`config.mk`:
```
export PLATFORM = sky130hd
export DESIGN_NAME = ws2812_frame_driver_flat
export DESIGN_NICKNAME = d
export VERILOG_FILES = /design/src/rtl/ws2812_frame_driver_if.sv /design/src/rtl/ws2812_frame_driver.sv /design/src/flat_wrapper.sv
export SDC_FILE = /design/constraint.sdc
export NUM_CORES = 1
export LEC_CHECK = 0
export CORE_MARGIN = 2
export CORE_UTILIZATION = 42
export CTS_BUF_LIST = sky130_fd_sc_hd__clkbuf_4
export CTS_CLUSTER_DIAMETER = 30
export CTS_CLUSTER_SIZE = 24
export DETAILED_ROUTE_END_ITERATION = 6
export GPL_TIMING_DRIVEN = 0
export RECOVER_POWER = 25
export SLEW_MARGIN = 30
export SYNTH_ARGS = -nofsm -noshare
export SYNTH_HDL_FRONTEND = slang
export SYNTH_SLANG_ARGS = --single-unit
```
`constraint.sdc`:
```
create_clock -name clk -period 7.2 [get_ports clk]
set_input_delay 1.44 -clock clk [delete_from_list [all_inputs] [get_ports clk]]
set_output_delay 1.44 -clock clk [all_outputs]
set_load 0.1 [all_outputs]
```
`src/rtl/ws2812_frame_driver_if.sv`:
```
// Pixel request/response link between the WS2812 frame driver (master) and the cell engine
// (slave): the driver drives the pixel index, the engine answers with its intensity.
interface ws2812_frame_driver_if;
  logic [5:0] pixel;
  logic [7:0] read_data;

  modport master (output pixel, input read_data);
  modport slave  (input pixel, output read_data);
endinterface

```
`src/rtl/ws2812_frame_driver.sv`:
```
// Walks every pixel of the 8x8 display, fetches its intensity from the cell engine and streams
// it as 24-bit GRB words on a single WS2812 line, then latches and advances the generation.
module ws2812_frame_driver #(
  parameter int unsigned NUM_PIXELS   = 64,
  parameter int unsigned READ_LATENCY = 2,
  parameter int unsigned CHANNEL      = 0,
  parameter int unsigned T0H          = 4,
  parameter int unsigned T1H          = 8,
  parameter int unsigned TBIT         = 15,
  parameter int unsigned RESET_CYCLES = 1000,
  parameter int unsigned FRAME_GAP    = 12000
) (
  input  logic                         clk,
  input  logic                         rst,
  input  logic                         enable_i,
  ws2812_frame_driver_if.master        pix_if,
  output logic                         dout_o,
  output logic                         state_update_o,
  output logic                         frame_done_o,
  output logic                         busy_o
);

  localparam int unsigned MaxA   = (RESET_CYCLES > FRAME_GAP) ? RESET_CYCLES : FRAME_GAP;
  localparam int unsigned MaxB   = (TBIT > READ_LATENCY + 1) ? TBIT : READ_LATENCY + 1;
  localparam int unsigned CntMax = (MaxA > MaxB) ? MaxA : MaxB;
  localparam int unsigned CntW   = $clog2(CntMax + 1);
  localparam int unsigned LaneShift = 8 * (2 - CHANNEL);

  localparam logic [CntW-1:0] CntOne     = CntW'(1);
  localparam logic [CntW-1:0] FetchLast  = CntW'(READ_LATENCY);
  localparam logic [CntW-1:0] BitLast    = CntW'(TBIT - 1);
  localparam logic [CntW-1:0] LatchLast  = CntW'(RESET_CYCLES - 1);
  localparam logic [CntW-1:0] LatchPulse = CntW'(RESET_CYCLES - 2);
  localparam logic [CntW-1:0] GapLast    = CntW'(FRAME_GAP - 1);
  localparam logic [CntW-1:0] T0hC       = CntW'(T0H);
  localparam logic [CntW-1:0] T1hC       = CntW'(T1H);
  localparam logic [5:0]      PixLast    = 6'(NUM_PIXELS - 1);

  typedef enum logic [2:0] {StIdle, StFetch, StShift, StLatch, StGap} state_e;

  state_e          state_q;
  logic [CntW-1:0] cnt_q;
  logic [4:0]      bit_q;
  logic [23:0]     word_q;
  logic [5:0]      pixel_q;
  logic            dout_q;
  logic            su_q;
  logic            busy_q;
  logic [CntW-1:0] high_len;

  function automatic logic [23:0] lane(input logic [7:0] d);
    return {16'h0000, d} << LaneShift;
  endfunction

  assign high_len = word_q[bit_q] ? T1hC : T0hC;

  always_ff @(posedge clk or posedge rst) begin
    if (rst) begin
      state_q <= StIdle;
      cnt_q   <= '0;
      bit_q   <= '0;
      word_q  <= '0;
      pixel_q <= '0;
      dout_q  <= 1'b0;
      su_q    <= 1'b0;
      busy_q  <= 1'b0;
    end else begin
      su_q <= 1'b0;
      unique case (state_q)
        StIdle: begin
          dout_q <= 1'b0;
          if (enable_i) begin
            state_q <= StFetch;
            pixel_q <= '0;
            cnt_q   <= '0;
            busy_q  <= 1'b1;
          end
        end
        StFetch: begin
          if (cnt_q == FetchLast) begin
            word_q  <= lane(pix_if.read_data);
            bit_q   <= 5'd23;
            cnt_q   <= '0;
            dout_q  <= 1'b1;  // every bit period opens high
            state_q <= StShift;
          end else begin
            cnt_q <= cnt_q + CntOne;
          end
        end
        StShift: begin
          if (cnt_q == BitLast) begin
            cnt_q <= '0;
            if (bit_q == 5'd0) begin
              dout_q <= 1'b0;
              if (pixel_q == PixLast) begin
                state_q <= StLatch;
                su_q    <= (RESET_CYCLES == 32'd1);
              end else begin
                pixel_q <= pixel_q + 6'd1;
                state_q <= StFetch;
              end
            end else begin
              bit_q  <= bit_q - 5'd1;
              dout_q <= 1'b1;
            end
          end else begin
            cnt_q  <= cnt_q + CntOne;
            dout_q <= (cnt_q + CntOne) < high_len;
          end
        end
        StLatch: begin
          if (cnt_q == LatchLast) begin
            cnt_q   <= '0;
            pixel_q <= '0;
            state_q <= StGap;
          end else begin
            cnt_q <= cnt_q + CntOne;
            // Pulse lands on the final latch cycle.
            su_q  <= (cnt_q == LatchPulse);
          end
        end
        StGap: begin
          if (cnt_q == GapLast) begin
            cnt_q <= '0;
            if (enable_i) begin
              state_q <= StFetch;
              pixel_q <= '0;
            end else begin
              state_q <= StIdle;
              busy_q  <= 1'b0;
            end
          end else begin
            cnt_q <= cnt_q + CntOne;
          end
        end
        default: state_q <= StIdle;
      endcase
    end
  end

  assign pix_if.pixel   = pixel_q;
  assign dout_o         = dout_q;
  assign state_update_o = su_q;
  assign frame_done_o   = su_q;
  assign busy_o         = busy_q;

endmodule

```
`src/flat_wrapper.sv`:
```
// flat-port wrapper written by rule: the top's interface ports become plain ports
module ws2812_frame_driver_flat 
#(
  parameter int unsigned NUM_PIXELS   = 64,
  parameter int unsigned READ_LATENCY = 2,
  parameter int unsigned CHANNEL      = 0,
  parameter int unsigned T0H          = 4,
  parameter int unsigned T1H          = 8,
  parameter int unsigned TBIT         = 15,
  parameter int unsigned RESET_CYCLES = 1000,
  parameter int unsigned FRAME_GAP    = 12000
)
  (clk, rst, enable_i, dout_o, state_update_o, frame_done_o, busy_o, pix_if_pixel, pix_if_read_data);
  ws2812_frame_driver_if pix_if_i ();
  input  logic clk;
  input  logic rst;
  input  logic enable_i;
  output logic dout_o;
  output logic state_update_o;
  output logic frame_done_o;
  output logic busy_o;
  output wire logic [$bits(pix_if_i.pixel)-1:0] pix_if_pixel;
  input wire logic [$bits(pix_if_i.read_data)-1:0] pix_if_read_data;
  assign pix_if_pixel = pix_if_i.pixel;
  assign pix_if_i.read_data = pix_if_read_data;
  ws2812_frame_driver #(.NUM_PIXELS(NUM_PIXELS), .READ_LATENCY(READ_LATENCY), .CHANNEL(CHANNEL), .T0H(T0H), .T1H(T1H), .TBIT(TBIT), .RESET_CYCLES(RESET_CYCLES), .FRAME_GAP(FRAME_GAP)) u_core (.clk(clk), .rst(rst), .enable_i(enable_i), .pix_if(pix_if_i), .dout_o(dout_o), .state_update_o(state_update_o), .frame_done_o(frame_done_o), .busy_o(busy_o));
endmodule
```
==> qor.yml, run 1 <==
clockBufferDepth: 2
io_pins: 21
grt_max_degree: 25
hold_path.class: "flip-flop to flip-flop"
cts.sinks: 39
clkTransAtPathRegs_ps: 120
fmax_ghz: 0.290
viasPerCell: 5.54
drc_errors: 0
synth_cells: 285
cts_max_level: 2
avgRoutedWirePerCell_um: 14.6
grt_pass1_wl_um: 10000
r2r_cells: 8
worst_path_max_delay_cell: "clkdlybuf4s50_1"
regToRegEndpoint: "u_core.pix_if.pixel[4]$_DFFE_PP0P_"
grt_pass1_vias: 2063
crit_chain: "clkdlybuf4s50_1"
final.setup.tns_ps: 0
syn_area_mm2: 0.00240
dpl_cell_area_mm2: 0.00272
layout.nets: 329
drive_above_1_share_pct: 7.99
clockRootBuffer: "clkbuf_4"
layout_min_cycle_time_ps: 3440
slew_violations: 0
worstSetupStartpointType: "flip-flop"
antenna_found_initial: 0
fin_ws_ps: 3760
ys_warn_count: 0
dr.first_iter.drc_count: 86
min-delay-start: "u_core.word_q[23]$_DFFE_PP0P_"
die_y_um: 79.7
gr-total-overflow: 0
post_cts_resized: 0
clk_latency_ps: 360
r2r_slack_ps: 4560
gp_congestion: 0.805
antenna_cells: 0
fp.dieW_um: 79.7
num_vias: 2132
hold-worst-slack_ps: 481
post-place-ws_ps: 4110
cpPeakStageDelay_ps: 1170
reg2reg_from: "u_core.cnt_q[0]$_DFFE_PP0P_"
async_flop_share_pct: 100
crit_family: "buffers and inverters"
ys.flop_type: "dfrtp_1"
syn_to_final_growth_pct: 15.1
whs_endpoint: "u_core.word_q[23]$_DFFE_PP0P_"
core_region_area_mm2: 0.00551
skew_ps: 7.43
ant_nets: 0
dp_hpwl_um: 4110
dieArea_mm2: 0.00634
critPathBufInv: 1
power.density_mw_per_mm2: 367
fin_crit_sh_pct: 47.8
final_area_mm2: 0.00277
port_buffers: 20
cp.required_ps: 5760
outcome: "completed"
row_count: 27
initial_utilization_pct: 43.6
syn_avg_cell_area_um2: 8.43
whs_path_depth: 2
p_total_w: 0.00102
dr.pass1.iters: 4
track_usage_pct: 20.1
rsz0062_at_grt: "no"
cp.arrival_ps: 2000
num-fill-cells: 565
synth_cell_types: 53
setup_viol: 0
p_leak_nw: 1.21
final_hold_viol_count: 0
vdd_drop_max_mv: 0.182
syn_nets: 301
slew_headroom_pct: 32.3
worstMarginPinSlew_ps: 1010
numCtsBuffers: 5
synth_seq_area_share_pct: 40.6
cts_tree: "done"
totalWireLength_um: 5630
synth_edf_count: 0
cap_violations: 0
cp-end-kind: "primary output"
synth-seq-cells: 39
path_class: "flip-flop to primary output"
cts_setup_buffers: 0
critical_path.max_fanout: 7
holdBufCountCts: 0
power by group:
part	switching (W)	internal (W)	total [W]
clock network	0.0000765	0.0000347	0.000111
registers	0.0000522	0.000290	0.000342
logic	0.000350	0.000212	0.000562
total	0.000478	0.000537	0.00102
cell type report:
class / instances / area [um2] / share of cell area (%)
multi-input cells: 217 / 1300 / 47.0
clock inverters: 2 / 8.76 / 0.316
repair buffers: 21 / 228 / 8.23
inverters: 9 / 33.8 / 1.22
well taps: 72 / 90.1 / 3.25
clock buffers: 5 / 37.5 / 1.36
flip-flops and latches: 39 / 976 / 35.3
plain buffers: 20 / 93.8 / 3.39
Yosys cell counts (all sizes together) (5+ instances only):
cell    number  area [um2]
nand2       48         180
clkbuf      11        41.3
o21ai       22         114
nor2        18        67.6
nand3       18        95.1
nor3         5        25.0
a21oi       13        65.1
buf          9        52.6
nor4         5        31.3
inv          9        33.8
a31oi       11        68.8
ha           5        62.6
dfrtp       39         976
xor2         6        52.6
stage by stage:
stage / utilization, % / cells
floorplan: - / 285
global placement: 48.9 / 377
detailed placement: 49.4 / 378
CTS: 50.3 / 385
global route: 50.3 / 385
finish: 50.3 / 385
layer usage:
| metal | wire length (um) | GRT usage, % |
|---|---|---|
| met5 | 0 | 0 |
| met4 | 65 | 5.34 |
| met2 | 2520 | 31.8 |
| met3 | 230 | 3.85 |
| met1 | 2820 | 28.2 |
state kept, by name, indices dropped and copies added (netlist names):
register and count:
u_core.pix_if.pixel 6, u_core.dout_o 1, u_core.frame_done_o 1, u_core.bit_q 5, u_core.busy_o 1, u_core.state_q 3, u_core.cnt_q 14, u_core.word_q 8
worst min-delay path: cells and delay by family (launching register included):
family | cells | cell delay (ps)
DFF | 1 | 360
and+or+nand+nor | 2 | 100
cells by family (layout without fill, tap and decap cells):
| logic type | after synthesis | in the layout | synth area share, % |
|---|---|---|---|
| AND/OR/NAND/NOR | 131 | 131 | 28.5 |
| AO/OA/AOI/OAI | 68 | 68 | 17.5 |
| flip-flops | 39 | 39 | 40.6 |
| buffers and inverters | 29 | 57 | 5.31 |
| XOR/XNOR | 9 | 9 | 3.28 |
| adder cells (fa/ha/maj) | 5 | 5 | 2.60 |
| multiplexers | 4 | 4 | 2.19 |
worst max path at each step:
| stage | start | depth (start not counted) | slack [ps] | end |
|---|---|---|---|---|
| 5_1_grt | u_core.pix_if.pixel[3]$_DFFE_PP0P_ | 1 | 3690 | pix_if_pixel[3] |
| 4_1_cts | u_core.pix_if.pixel[3]$_DFFE_PP0P_ | 1 | 3750 | pix_if_pixel[3] |
| 3_5_place_dp | enable_i | 4 | 4110 | u_core.cnt_q[5]$_DFFE_PP0P_ |
| 3_3_place_gp | rst | 2 | 3900 | u_core.cnt_q[10]$_DFFE_PP0P_ |
| 6_report | u_core.pix_if.pixel[3]$_DFFE_PP0P_ | 1 | 3760 | pix_if_pixel[3] |
| 2_1_floorplan | u_core.frame_done_o$_DFF_PP0_ | 1 | 4440 | state_update_o |
placed cells by master (no fill, tap or decap), types with 5 or more instances in the layout:
| cell type | instances |
|---|---|
| nor4_1 | 5 |
| a31oi_1 | 11 |
| dfrtp_1 | 39 |
| nand3_1 | 17 |
| nor3_1 | 5 |
| o21ai_0 | 19 |
| inv_1 | 9 |
| clkbuf_4 | 5 |
| buf_2 | 6 |
| nand2_1 | 48 |
| clkdlybuf4s50_1 | 19 |
| nor2_1 | 18 |
| ha_1 | 5 |
| a21oi_1 | 13 |
| clkbuf_1 | 11 |
| xor2_1 | 6 |
Power figures use the tool's default switching activity.
==> run 2, diff against run 1 <==
clock period = 2.85 ns   (was 7.2 ns; I/O delays follow)
==> qor.yml, run 2 (synthesized netlist as in run 1, its figures left out) <==
power.density_mw_per_mm2: 926
p_switching_w: 0.00121
r2r_cells: 8
layout_common_cells: "nand2_1, dfrtp_1, o21ai_0, clkdlybuf4s50_1, nor2_1"
dr_wl_met3_um: 191
cpPeakStageDelay_ps: 570
switching_share_pct: 47.2
route.met2.wl_um: 2550
fmax_ghz: 0.379
die_y_um: 79.7
path_class: "flip-flop to flip-flop"
clkTransAtPathRegs_ps: 120
regMostFlops: "u_core.cnt_q"
num_vias: 2143
viasPerCell: 5.57
met1_length_um: 2840
core_region_area_mm2: 0.00551
vdd_drop_max_mv: 0.460
cts_tree: "done"
cp.arrival_ps: 2840
outcome: "completed"
row_count: 27
rsz0062_at_grt: "no"
whs_path_depth: 2
largest_reg_flops: 14
post-place-ws_ps: 229
slew_violations: 0
worstSetupStartpointType: "flip-flop"
fin_crit_sh_pct: 92.5
ant_nets: 0
whs_endpoint: "u_core.word_q[23]$_DFFE_PP0P_"
drive_above_1_share_pct: 8.31
dr.first_iter.drc_count: 93
combPwrFrac_pct: 55.4
min-delay-start: "u_core.word_q[23]$_DFFE_PP0P_"
fp.dieW_um: 79.7
numCtsBuffers: 5
antenna_cells: 0
cts.sinks: 39
clk_latency_ps: 350
final_hold_viol_count: 0
io_pins: 21
avgRoutedWirePerCell_um: 14.6
initial_utilization_pct: 43.6
regToRegEndpoint: "u_core.cnt_q[2]$_DFFE_PP0P_"
antenna_found_initial: 0
gr-total-overflow: 0
skew_ps: 7.85
fin_ws_ps: 213
cts_max_level: 2
seqPwrFrac_pct: 33.7
layout_min_cycle_time_ps: 2640
grt_pass1_wl_um: 10000
clockRootBuffer: "clkbuf_4"
drc_errors: 0
critical_path.max_fanout: 10
intPower_w: 0.00136
hold_path.class: "flip-flop to flip-flop"
cp-end-kind: "flip-flop"
totalWireLength_um: 5620
crit_chain: "clkbuf_1 > or4_4 > or4_1 > o21bai_1 > nand4_2 > buf_2 > a21oi_1 > a31oi_1"
final.setup.tns_ps: 0
p_leak_nw: 1.21
r2r_slack_ps: 210
clockBufferDepth: 2
hold-worst-slack_ps: 481
gp_congestion: 0.805
setup_viol: 0
grt_max_degree: 25
dr.pass1.iters: 4
top_layer_used: "met4"
port_buffers: 20
slew_headroom_pct: 32.3
worstMarginPinSlew_ps: 1010
syn_to_final_growth_pct: 15.4
cp.required_ps: 3050
dp_hpwl_um: 4110
dieArea_mm2: 0.00634
reg2reg_from: "u_core.cnt_q[12]$_DFFE_PP0P_"
track_usage_pct: 20.1
final_common_cell: "nand2_1"
cap_violations: 0
worst_path_max_delay_cell: "or4_4"
clockPowerShare_pct: 10.9
layout.nets: 329
grt_pass1_vias: 2063
-- run 2: cell types whose count changed in the layout (fill, tap and decap cells not counted) --
cell,previous run,this run
nor4_1,5,4
nor4_2,0,1
-- run 2: final cells by class --
type	count	area, um2
Buffer	20	93.8
Clock buffer	5	37.5
Clock inverter	2	8.76
Fill cell	566	2730
Inverter	9	33.8
Multi-Input combinational cell	217	1310
Sequential cell	39	976
Tap cell	72	90.1
Timing Repair Buffer	21	228
-- run 2: how the worst max path moves through the flow --
stage	depth (start not counted)	endpoint	start	slack (ps)
CTS	8	u_core.pix_if.pixel[4]$_DFFE_PP0P_	u_core.cnt_q[0]$_DFFE_PP0P_	200
global route	8	u_core.cnt_q[7]$_DFFE_PP0P_	u_core.cnt_q[12]$_DFFE_PP0P_	40
floorplan	7	u_core.pix_if.pixel[5]$_DFFE_PP0P_	u_core.pix_if.pixel[0]$_DFFE_PP0P_	510
finish	8	u_core.cnt_q[2]$_DFFE_PP0P_	u_core.cnt_q[12]$_DFFE_PP0P_	210
global placement	8	u_core.cnt_q[2]$_DFFE_PP0P_	u_core.cnt_q[12]$_DFFE_PP0P_	260
detailed placement	8	u_core.pix_if.pixel[4]$_DFFE_PP0P_	u_core.cnt_q[0]$_DFFE_PP0P_	230
-- run 2: layer usage --
layer	global-route usage (%)	vias to the layer above
met4	5.34	0
met5	0	-
met2	31.8	47
li1	-	1072
met1	28.2	1020
met3	3.85	4
-- run 2: stage by stage --
| stage | util (%) | cell area [um2] | total power (W) | cells |
|---|---|---|---|---|
| finish | 50.4 | 2770 | 0.00257 | 385 |
| global route | 50.4 | 2770 | 0.00280 | 385 |
| CTS | 50.3 | 2770 | 0.00257 | 385 |
| detailed placement | 49.4 | 2720 | 0.00229 | 378 |
| global placement | 48.9 | 2690 | 0.00227 | 377 |
| floorplan | - | 2400 | 0.00194 | 285 |
-- run 2: worst max-delay path: cells and delay by family (launching register included) --
kind,cells,cell delay [ps]
flip-flops,1,380
buffers and inverters,2,480
AND/OR/NAND/NOR,3,1240
AO/OA/AOI/OAI,3,380
-- run 2: power groups by stage --
stage	Sequential [W]	Combinational [W]	Clock, W
detailed placement	0.000878	0.00141	0
finish	0.000866	0.00142	0.000281
global route	0.000894	0.00160	0.000306
global placement	0.000870	0.00140	0
CTS	0.000865	0.00142	0.000284
floorplan	0.000893	0.00105	0
-- run 2: what timing repair did --
item	CTS	global route
buffers inserted	0	0
resized for setup	0	1
hold endpoints to repair	0	0
setup endpoints to repair	0	2
hold buffers	0	0
==> run 3, diff against run 2 <==
CAP_MARGIN = 20   (was not set)
==> results of run 3 <==
The final DEF is identical to that of run 2; final timing and power are the same.
